<file path="src/rtl/truth_table_bist_pkg.sv">
// Shared definitions for the truth-table BIST: FSM state encoding and
// vector-count constants used by the controller.
package truth_table_bist_pkg;

   typedef enum logic [1:0] {
      ST_IDLE  = 2'd0,
      ST_DRIVE = 2'd1,
      ST_DONE  = 2'd2
   } state_e;

   localparam int unsigned VEC_COUNT = 32'd16;
   localparam logic [3:0]  LAST_VEC  = 4'(VEC_COUNT - 32'd1);

endpackage

</file>
<file path="src/rtl/popcount16.sv">
// Combinational population count of a 16-bit vector (result 0..16).
module popcount16 (
   input  logic [15:0] vec,
   output logic [4:0]  count
);

   // Sum every set bit of the input vector.
   always_comb begin
      count = 5'd0;
      for (int i = 0; i < 16; i++) begin
         count = count + {4'd0, vec[i]};
      end
   end

endmodule

</file>
<file path="src/rtl/truth_table_bist.sv">
// Exhaustive 4-input truth-table BIST. Walks {A,B,C,D} through all 16
// vectors, holds each for HOLD_CYCLES clocks, samples f on the last cycle
// of each hold window, and compares the captured table with EXPECTED.
module truth_table_bist
   import truth_table_bist_pkg::*;
#(
   parameter int unsigned HOLD_CYCLES = 32'd20,
   parameter logic [15:0] EXPECTED    = 16'h0000
) (
   input  logic        clk,
   input  logic        rst_n,
   input  logic        start,
   output logic        A,
   output logic        B,
   output logic        C,
   output logic        D,
   input  logic        f,
   output logic        busy,
   output logic        done,
   output logic        pass,
   output logic [15:0] signature,
   output logic [4:0]  fail_count
);

   // Last hold-counter value of a window; f is sampled when it is reached.
   localparam logic [7:0] HOLD_LAST = 8'(HOLD_CYCLES - 32'd1);

   state_e      state_r;
   state_e      next_state_s;

   logic [3:0]  index_r;
   logic [3:0]  index_nxt_s;
   logic [7:0]  hold_r;
   logic [7:0]  hold_nxt_s;
   logic [3:0]  abcd_r;
   logic [3:0]  abcd_nxt_s;
   logic        busy_r;
   logic        busy_nxt_s;
   logic        done_r;
   logic        done_nxt_s;
   logic        pass_r;
   logic        pass_nxt_s;
   logic [15:0] signature_r;
   logic [15:0] signature_nxt_s;
   logic [4:0]  fail_count_r;
   logic [4:0]  fail_count_nxt_s;

   // The final table differs from the stored one only in bit 15, which is
   // captured on the very edge that enters DONE.
   logic [15:0] final_sig_s;
   logic [15:0] mismatch_s;
   logic [4:0]  mismatch_cnt_s;

   assign final_sig_s = {f, signature_r[14:0]};
   assign mismatch_s  = final_sig_s ^ EXPECTED;

   popcount16 u_popcount16 (
      .vec   (mismatch_s),
      .count (mismatch_cnt_s)
   );

   // Next-state and next-output decode for the three-state controller.
   always_comb begin
      next_state_s     = state_r;
      index_nxt_s      = index_r;
      hold_nxt_s       = hold_r;
      signature_nxt_s  = signature_r;
      abcd_nxt_s       = 4'b0000;
      busy_nxt_s       = 1'b0;
      done_nxt_s       = 1'b0;
      pass_nxt_s       = pass_r;
      fail_count_nxt_s = fail_count_r;

      case (state_r)
         ST_IDLE: begin
            if (start) begin
               next_state_s    = ST_DRIVE;
               index_nxt_s     = 4'd0;
               hold_nxt_s      = 8'd0;
               signature_nxt_s = 16'h0000;
               abcd_nxt_s      = 4'd0;
               busy_nxt_s      = 1'b1;
            end else begin
               next_state_s = ST_IDLE;
            end
         end

         ST_DRIVE: begin
            busy_nxt_s = 1'b1;
            abcd_nxt_s = index_r;
            if (hold_r == HOLD_LAST) begin
               signature_nxt_s[index_r] = f;
               hold_nxt_s               = 8'd0;
               if (index_r == LAST_VEC) begin
                  next_state_s     = ST_DONE;
                  busy_nxt_s       = 1'b0;
                  abcd_nxt_s       = 4'b0000;
                  done_nxt_s       = 1'b1;
                  pass_nxt_s       = (final_sig_s == EXPECTED);
                  fail_count_nxt_s = mismatch_cnt_s;
               end else begin
                  index_nxt_s = index_r + 4'd1;
                  abcd_nxt_s  = index_r + 4'd1;
               end
            end else begin
               hold_nxt_s = hold_r + 8'd1;
            end
         end

         ST_DONE: begin
            next_state_s = ST_IDLE;
         end

         default: begin
            next_state_s = ST_IDLE;
            index_nxt_s  = 4'd0;
            hold_nxt_s   = 8'd0;
         end
      endcase
   end

   // State register with synchronous active-low reset.
   always_ff @(posedge clk) begin
      if (!rst_n) begin
         state_r <= ST_IDLE;
      end else begin
         state_r <= next_state_s;
      end
   end

   // Counters, captured table and registered outputs.
   always_ff @(posedge clk) begin
      if (!rst_n) begin
         index_r      <= 4'd0;
         hold_r       <= 8'd0;
         abcd_r       <= 4'b0000;
         busy_r       <= 1'b0;
         done_r       <= 1'b0;
         pass_r       <= 1'b0;
         signature_r  <= 16'h0000;
         fail_count_r <= 5'd0;
      end else begin
         index_r      <= index_nxt_s;
         hold_r       <= hold_nxt_s;
         abcd_r       <= abcd_nxt_s;
         busy_r       <= busy_nxt_s;
         done_r       <= done_nxt_s;
         pass_r       <= pass_nxt_s;
         signature_r  <= signature_nxt_s;
         fail_count_r <= fail_count_nxt_s;
      end
   end

   assign {A, B, C, D} = abcd_r;
   assign busy         = busy_r;
   assign done         = done_r;
   assign pass         = pass_r;
   assign signature    = signature_r;
   assign fail_count   = fail_count_r;

endmodule
</file>
<file path="config.mk">
export PLATFORM = sky130hd
export DESIGN_NAME = truth_table_bist
export DESIGN_NICKNAME = d
export VERILOG_FILES = /design/src/rtl/truth_table_bist_pkg.sv /design/src/rtl/popcount16.sv /design/src/rtl/truth_table_bist.sv
export SDC_FILE = /design/constraint.sdc
export NUM_CORES = 1
export LEC_CHECK = 0
export CORE_MARGIN = 5
export CORE_UTILIZATION = 45
export DETAILED_ROUTE_END_ITERATION = 12
export PLACE_DENSITY = 0.67
export SYNTH_ARGS = -nofsm -noshare
export SYNTH_HDL_FRONTEND = slang
export SYNTH_SLANG_ARGS = --single-unit
</file>
<file path="constraint.sdc">
create_clock -name clk -period 5.5 [get_ports clk]
set_clock_uncertainty 0.2 [all_clocks]
set_input_delay 0.55 -clock clk [delete_from_list [all_inputs] [get_ports clk]]
set_output_delay 0.55 -clock clk [all_outputs]
set_load 0.005 [all_outputs]
</file>
### After elaboration in Yosys (flattened, before gate mapping)

Cells that the tools add are included.

| word-level totals | value |
|---|---|
| register bits after elaboration | 42 |
| bits of input ports | 4 |
| logic and storage cells | 72 |

| operators by class | value |
|---|---|
| add/subtract/negate cells | 17 |
| $lt $le $gt $ge | 2 |
| equality and inequality tests | 8 |
| mux-type cells | 24 |
| bitwise operators | 1 |
| reductions and logical operators | 11 |

Operators with widths:

| cell | count |
|---|---|
| $add 5x1->5 | 14 |
| $mux 16 | 2 |
| $pmux 16 s2 | 1 |
| $pmux 8 s3 | 1 |
| $mux 4 | 5 |
| $bwmux 16 | 1 |
| $logic_not 16->1 | 1 |
| $mux 8 | 2 |
| $pmux 4 s3 | 1 |
| $reduce_and 3->1 | 3 |
| $add 8x1->8 const B | 1 |
| $eq 8x5->1 const B | 1 |
| $ne 2x2->1 const B | 4 |
| $mux 1 | 6 |
| $reduce_and 2->1 | 3 |
| $lt 4x5->1 const B | 1 |
| $add 4x1->4 const B | 1 |
| $demux 1 s4 | 1 |
| $eq 4x4->1 const B | 1 |
| $ge 4x1->1 const B | 1 |
| $mux 2 | 2 |
| $pmux 2 s2 | 1 |
| $reduce_and 4->1 | 1 |
| $add 1x1->2 | 1 |
| other kinds (7) | 7 |

### Longest topological paths before layout

Gate-level depths: netlist of run 1.

| depth | value |
|---|---|
| word-level depth | 15 |
| gate-level depth with buffers | 15 |
| gate-level depth less buffers | 15 |

### Modules after synthesis

Synthesis of run 1 repeated with hierarchy kept, for this count alone.

| second synthesis, totals | value |
|---|---|
| cell total of the unflattened synthesis | 271 |
| area, all modules | 2383.5 um^2 |

Modules (own cells, without submodules):

| module | instances | cells each | area each (um^2) | seq. area each (um^2) |
|---|---|---|---|---|
| truth_table_bist | 1 | 224 | 1975.6 | 840.8 |
| popcount16 | 1 | 47 | 407.9 | 0.0 |

### Least setup slack after synthesis of run 1

Ideal clock, no wire load.

| timing path | value |
|---|---|
| path kind | flip-flop to flip-flop |
| from | register signature_r[0] (netlist: signature[0]) |
| to | register fail_count_r[2] (netlist: fail_count[2]) |
| library setup time | 116 ps |
| arrival time | 3655 ps |
| required time | 5184 ps |
| setup slack | 1529 ps |
| stages on the path, launching flop included | 13 |
| path buffers | 0 |
| cell sequence | dfxtp_1 -> inv_1 -> ha_1 -> inv_1 -> fa_1 -> fa_1 -> fa_1 -> fa_1 -> fa_1 -> fa_1 -> xnor2_1 -> mux2i_1 -> nor2b_1 |

| between the ends | value |
|---|---|
| cells in the longest elaborated chain, start to end | 15 |

Ends and longest elaborated chain:

| item | line | RTL |
|---|---|---|
| start, declared | truth_table_bist.sv:43 | `logic [15:0] signature_r;` |
| start signal, assigned | truth_table_bist.sv:149 | `signature_r <= signature_nxt_s;` |
| $add 1x1->2 | popcount16.sv:11 | `count = count + {4'd0, vec[i]};` |
| $add 5x1->5 (14 in a row) | popcount16.sv:11 |  |
| end signal, assigned | truth_table_bist.sv:150 | `fail_count_r <= fail_count_nxt_s;` |
| end, declared | truth_table_bist.sv:45 | `logic [4:0] fail_count_r;` |

Every way passes these cells.
A chain may end at the register's enable or synchronous reset.

### Worst setup path after layout of run 1

| timing path | value |
|---|---|
| from | input port f |
| to | register fail_count_r[2] (netlist: fail_count[2]) |

| between the ends | value |
|---|---|
| cells in the longest elaborated chain, start to end | 1 |

Ends and longest elaborated chain:

| item | line | RTL |
|---|---|---|
| start, declared | truth_table_bist.sv:17 | `input logic f,` |
| $add 5x1->5 | popcount16.sv:11 |  |

Every way passes these cells.

==> flow_summary.toml, run 1 <==
[yosys]
ys_types = 49
yosys_warnings = 0
synth_area_sq_mm = 0.00237
syn-instance-count = 259
synth_nets = 284
synth-edff-count = 0
synth_ff_type = "dfxtp_1"
ys_ff_latch = 42
ys_seq_area_share_pct = 35.5
async_reset_ff_share_pct = 0
avgSynthCellArea_sq_um = 9.14

[clock_tree]
post_cts_buffers = 0
numCtsBuffers = 5
post_cts_resized = 0
cts.sinks = 42
clock_latency_ps = 300
postCtsHoldBufs = 0
cts_tree = "yes"
clockBufferDepth = 2
clk_pin_slew_ps = 90
h-tree-depth = 2
ctsRootBufferMaster = "clkbuf_8"

[finish]
num-fill-cells = 492
syn_to_final_growth_pct = 18.3
multi_input_area_sq_mm = 0.00137
drive_gt1_share_pct = 4.88
nNetsFinal = 311
regArea_sq_um = 841
n_antenna_cell = 0

[detailed_routing]
drc = 0
drt_first_pass_iters = 4
drt_wl_total_um = 4990
wl_per_cell_um = 14.0
viasPerCell = 5.27
dr_total_vias = 1881
drtAntennaViolNets = 0
first_iter_violations = 81

[worst_setup_path]
worstPathMaxFanout = 4
rrSetupSlack_ps = 1360
endpoint_kind = "flop"
r2r-end = "fail_count[2]$_SDFFE_PN0P_"
required_ps = 5540
crit_type = "in2reg"
startpoint_type = "primary input"
cp.arrival_ps = 4280
r2r_start = "signature[1]$_SDFFE_PN0P_"
critPathCapture = "fail_count[2]$_SDFFE_PN0P_"
r2r_cells = 12
setup.worst_path.start = "f"

[floorplanning]
coreArea_sq_mm = 0.00511
io_pins = 32
die_area_sq_mm = 0.00681
die-width_um = 82.5
rows = 26
initial_utilization_pct = 46.3
die_h_um = 82.5

[sta]
drv_slew = 0
hold_ws_ps = 271
setup_tns_ps = 0
setup_viol = 0
worstMarginPinSlew_ps = 1080
worst_slack_ps = 1260
fin_crit_sh_pct = 77.1
fmaxAchievable_mhz = 236
final_hold_viol_count = 0
rsz0062_at_grt = "false"
relSlewSlack_pct = 28.1
post-route-min-period_ps = 4240

[global_routing]
grt_pass1_vias = 1820
antenna_found_initial = 0
overflow = 0
grt_pass1_wl_um = 8680
grt_max_degree = 23
grt.total_usage_pct = 16.7

[hold_path]
worstHoldStart = "hold_r[1]$_SDFFE_PN0P_"
hold_path.class = "reg2reg"

[flow_run]
cap_violations = 0

[power_and_ir_drop]
powerDensity_mw_per_mm2 = 191
peakVddDrop_mv = 0.0905
p_leak_nw = 1.12

[placed_design]
io_buffer_count = 31
dp_hpwl_um = 3670
dp_slack_ps = 949
gp_congestion = 0.811

[status]
status = "finished clean"
[flip-flops by register name, indices dropped and copies added, names as in the netlist]
| register | flops |
|---|---|
| state_r | 2 |
| index_r | 4 |
| busy | 1 |
| done | 1 |
| abcd_r | 4 |
| signature | 16 |
| hold_r | 8 |
| fail_count | 5 |
| pass | 1 |
[placed cells by master, fill, tap and decap left out, types with 2 or more instances in the layout]
master / count
a31oi_1: 3
o21ai_0: 5
clkinv_2: 2
and3_1: 2
dfxtp_1: 42
and2_1: 3
clkbuf_8: 5
inv_1: 27
clkdlybuf4s50_1: 31
mux2i_1: 16
nor2b_1: 6
xor2_1: 6
o211a_1: 2
a21boi_1: 4
nor3b_1: 2
ha_1: 11
nand2b_1: 3
nand2_1: 28
fa_1: 10
nor2_1: 9
nand3b_1: 2
nor4_1: 2
a211o_1: 2
o211ai_1: 2
and4_1: 2
or4_1: 2
a21oi_1: 6
nor4b_1: 3
nor3_1: 6
nand4b_1: 2
nand3_1: 22
[kinds of logic (layout without fill, tap and decap cells)]
family	count (synthesis)	count (layout)	share of synthesized area [%]
xor+xnor	7	7	2.59
flops	42	42	35.5
compound gates	33	33	9.99
fa+ha+maj	21	21	14.3
buf+inv	38	66	6.45
simple gates	102	102	24.4
mux	16	16	6.77
[worst max-delay path, cell delays in order]
cell and delay [ps]:
clkdlybuf4s50_1 520, inv_1 80, fa_1 560, fa_1 430, fa_1 510, fa_1 430
fa_1 410, fa_1 410, xnor2_1 170, mux2i_1 90, nor2b_1 130
[worst min path at each step]
stage	to	cells past startpoint
6_report	hold_r[1]$_SDFFE_PN0P_	2
5_1_grt	pass$_SDFFE_PN0P_	2
4_1_cts	hold_r[1]$_SDFFE_PN0P_	2
3_5_place_dp	hold_r[1]$_SDFFE_PN0P_	2
3_3_place_gp	fail_count[3]$_SDFFE_PN0P_	2
2_1_floorplan	hold_r[1]$_SDFFE_PN0P_	2
[synthesized netlist by cell type (all sizes together) (3+ instances only)]
master	n	area, sq um
clkbuf	8	30.0
nand2	28	105
a21oi	6	30.0
o21ai	5	25.0
inv	27	101
nor3	6	30.0
mux2i	16	160
a21boi	5	37.5
nor2	10	45.0
and2	4	27.5
dfxtp	42	841
buf	3	21.3
a31oi	3	18.8
xor2	6	52.6
nand3	22	110
nand2b	3	18.8
nor2b	6	37.5
nor4b	3	26.3
nor4	3	33.8
fa	10	200
ha	11	138
[report_power, final]
group	internal (W)	leakage (nW)	total, W	switching, W
sequential	0.000306	0.339	0.000308	0.00000240
combinational	0.00000854	0.732	0.0000250	0.0000165
clock	0.0000894	0.0483	0.000202	0.000112
[per-layer routing]
metal | GRT usage (%) | vias to the layer above | share of wire [%]
met5 | 0 | - | 0
met4 | 4.41 | 0 | 1.2
met3 | 5.21 | 8 | 5.9
met2 | 25.0 | 49 | 44
met1 | 23.3 | 880 | 48
li1 | - | 944 | -
[per-stage QoR]
stage	cell area (sq um)	util, %	cells	power [W]
after global placement	2710	53.1	349	0.000340
final	2800	54.9	357	0.000535
after detailed placement	2710	53.1	349	0.000340
after CTS	2800	54.9	357	0.000540
after floorplan	2370	-	259	0.000333
after global routing	2800	54.9	357	0.000562
[layout make-up]
| cell class | instances | area share [%] |
|---|---|---|
| Timing Repair Buffer | 31 | 11.1 |
| Clock buffer | 5 | 2.46 |
| Multi-Input combinational cell | 179 | 49.0 |
| Inverter | 27 | 3.62 |
| Clock inverter | 3 | 0.670 |
| Tap cell | 70 | 3.13 |
| Sequential cell | 42 | 30.0 |
No activity file was read; power rests on OpenSTA's default activity.
==> run 2, diff against run 1 <==
- PLACE_DENSITY: 0.67 -> 0.7
- clock period: 5.5 -> 3.55 ns (I/O delays scaled with it)
==> flow_summary.toml, run 2 (synthesis results as in run 1) <==
[detailed_routing]
drtAntennaViolNets = 0
drt_wl_total_um = 5300
dr_total_vias = 1932
viasPerCell = 5.21
first_iter_violations = 112
drt_first_pass_iters = 4
wl_per_cell_um = 14.3
drc = 0

[sta]
rsz0062_at_grt = "true"
fin_crit_sh_pct = 111
final_hold_viol_count = 0
worstMarginPinSlew_ps = 793
relSlewSlack_pct = 46.8
setup_viol = 5
setup_tns_ps = -1210
worst_slack_ps = -373
hold_ws_ps = 260
fmaxAchievable_mhz = 255
drv_slew = 0
post-route-min-period_ps = 3920

[floorplanning]
io_pins = 32
initial_utilization_pct = 46.3
rows = 26
die_h_um = 82.5
die_area_sq_mm = 0.00681
coreArea_sq_mm = 0.00511
die-width_um = 82.5

[worst_setup_path]
required_ps = 3540
endpoint_kind = "flop"
worstPathMaxFanout = 2
r2r_start = "signature[1]$_SDFFE_PN0P_"
cp.arrival_ps = 3920
crit_type = "reg2reg"
startpoint_type = "flop"
setup.worst_path.start = "signature[1]$_SDFFE_PN0P_"

[finish]
drive_gt1_share_pct = 12.0
largest_register_ffs = 16
syn_to_final_growth_pct = 23.9
mostFrequentLayoutCell = "dfxtp_1"
layout_common_cells = "dfxtp_1 (40), clkdlybuf4s50_1 (31), nand2_1 (28)"
n_antenna_cell = 0
nNetsFinal = 325

[power_and_ir_drop]
p_sw_w = 0.000198
switching_share_pct = 23.5
p_leak_nw = 1.20
peakVddDrop_mv = 0.152
internal-power_w = 0.000646
comb_power_share_pct = 4.9
power.share.clock_pct = 38.5
finalPower_w = 0.000844
powerDensity_mw_per_mm2 = 288
seq_power_share_pct = 56.6

[clock_tree]
numCtsBuffers = 5
clk_pin_slew_ps = 80
ctsRootBufferMaster = "clkbuf_8"
cts.sinks = 42
clockBufferDepth = 2
clock_latency_ps = 300
cts_tree = "yes"
postCtsHoldBufs = 0
h-tree-depth = 2

[placed_design]
io_buffer_count = 31
gp_congestion = 0.835
dp_hpwl_um = 3750

[global_routing]
antenna_found_initial = 0
grt_pass1_vias = 1918
grt_pass1_wl_um = 8940
overflow = 0
grt_max_degree = 23
grt.total_usage_pct = 17.1

[status]
status = "finished, violations left"
violations = "setup timing"

[hold_path]
worstHoldStart = "fail_count[3]$_SDFFE_PN0P_"
hold_path.class = "reg2reg"

[flow_run]
cap_violations = 0
==> run 2: layer usage <==
| layer | wire length, um | track usage (%) | share of wire (%) |
|---|---|---|---|
| met5 | 0 | 0 | 0 |
| met4 | 46 | 5.23 | 0.87 |
| met3 | 240 | 3.80 | 4.5 |
| met2 | 2520 | 27.6 | 48 |
| met1 | 2490 | 22.8 | 47 |
==> run 2: repair_timing <==
item                                   4_1_cts  5_1_grt
setup endpoints to repair                    5        5
endpoints found under the hold margin        0        0
pin swaps                                    1        2
gates resized for setup                      4        0
buffers inserted                             1        0
==> run 2: cell type report <==
type                            instances  area, sq um
Inverter                               27          101
Tap cell                               70         87.6
Sequential cell                        42          843
Timing Repair Buffer                   45          415
Multi-Input combinational cell        179         1390
Fill cell                             509         2170
Clock inverter                          2         12.5
Clock buffer                            6         82.6
==> run 2: critical path: stages (launching register included) <==
cell and delay [ps]:
dfxtp_2 350, inv_2 40, ha_4 250, inv_2 30, fa_1 490, fa_1 430
fa_1 510, fa_1 430, fa_2 370, fa_2 520, nand2_1 50, o211a_1 150
==> run 2: final timing paths <==
kind | to | slack, ps | depth (start not counted)
setup / recovery | fail_count[1]$_SDFFE_PN0P_ | -370 | 11
hold / removal | fail_count[3]$_SDFFE_PN0P_ | 260 | 2
setup reg to reg | fail_count[1]$_SDFFE_PN0P_ | -370 | 11
hold reg to reg | fail_count[3]$_SDFFE_PN0P_ | 260 | 2
==> run 2: power by group through the flow <==
stage	combinational, W	sequential, W	clock [W]
floorplan	0.0000292	0.000487	0
global placement	0.0000414	0.000489	0
detailed placement	0.0000419	0.000489	0
CTS	0.0000421	0.000477	0.000337
global route	0.0000469	0.000478	0.000363
finish	0.0000417	0.000477	0.000325
==> run 2: per-stage QoR <==
stage	setup slack [ps]	cell area [sq um]	util [%]	std cells
after detailed placement	-684	2820	55.2	362
after global placement	-639	2820	55.2	362
final	-373	2930	57.4	371
after floorplan	-307	2370	-	259
after CTS	-393	2930	57.4	371
after global routing	-525	2930	57.4	371
==> run 3, diff against run 2 <==
- HOLD_SLACK_MARGIN: unset -> 0.05
==> results of run 3 <==
Final layout, timing and power as in run 2 (identical DEF).
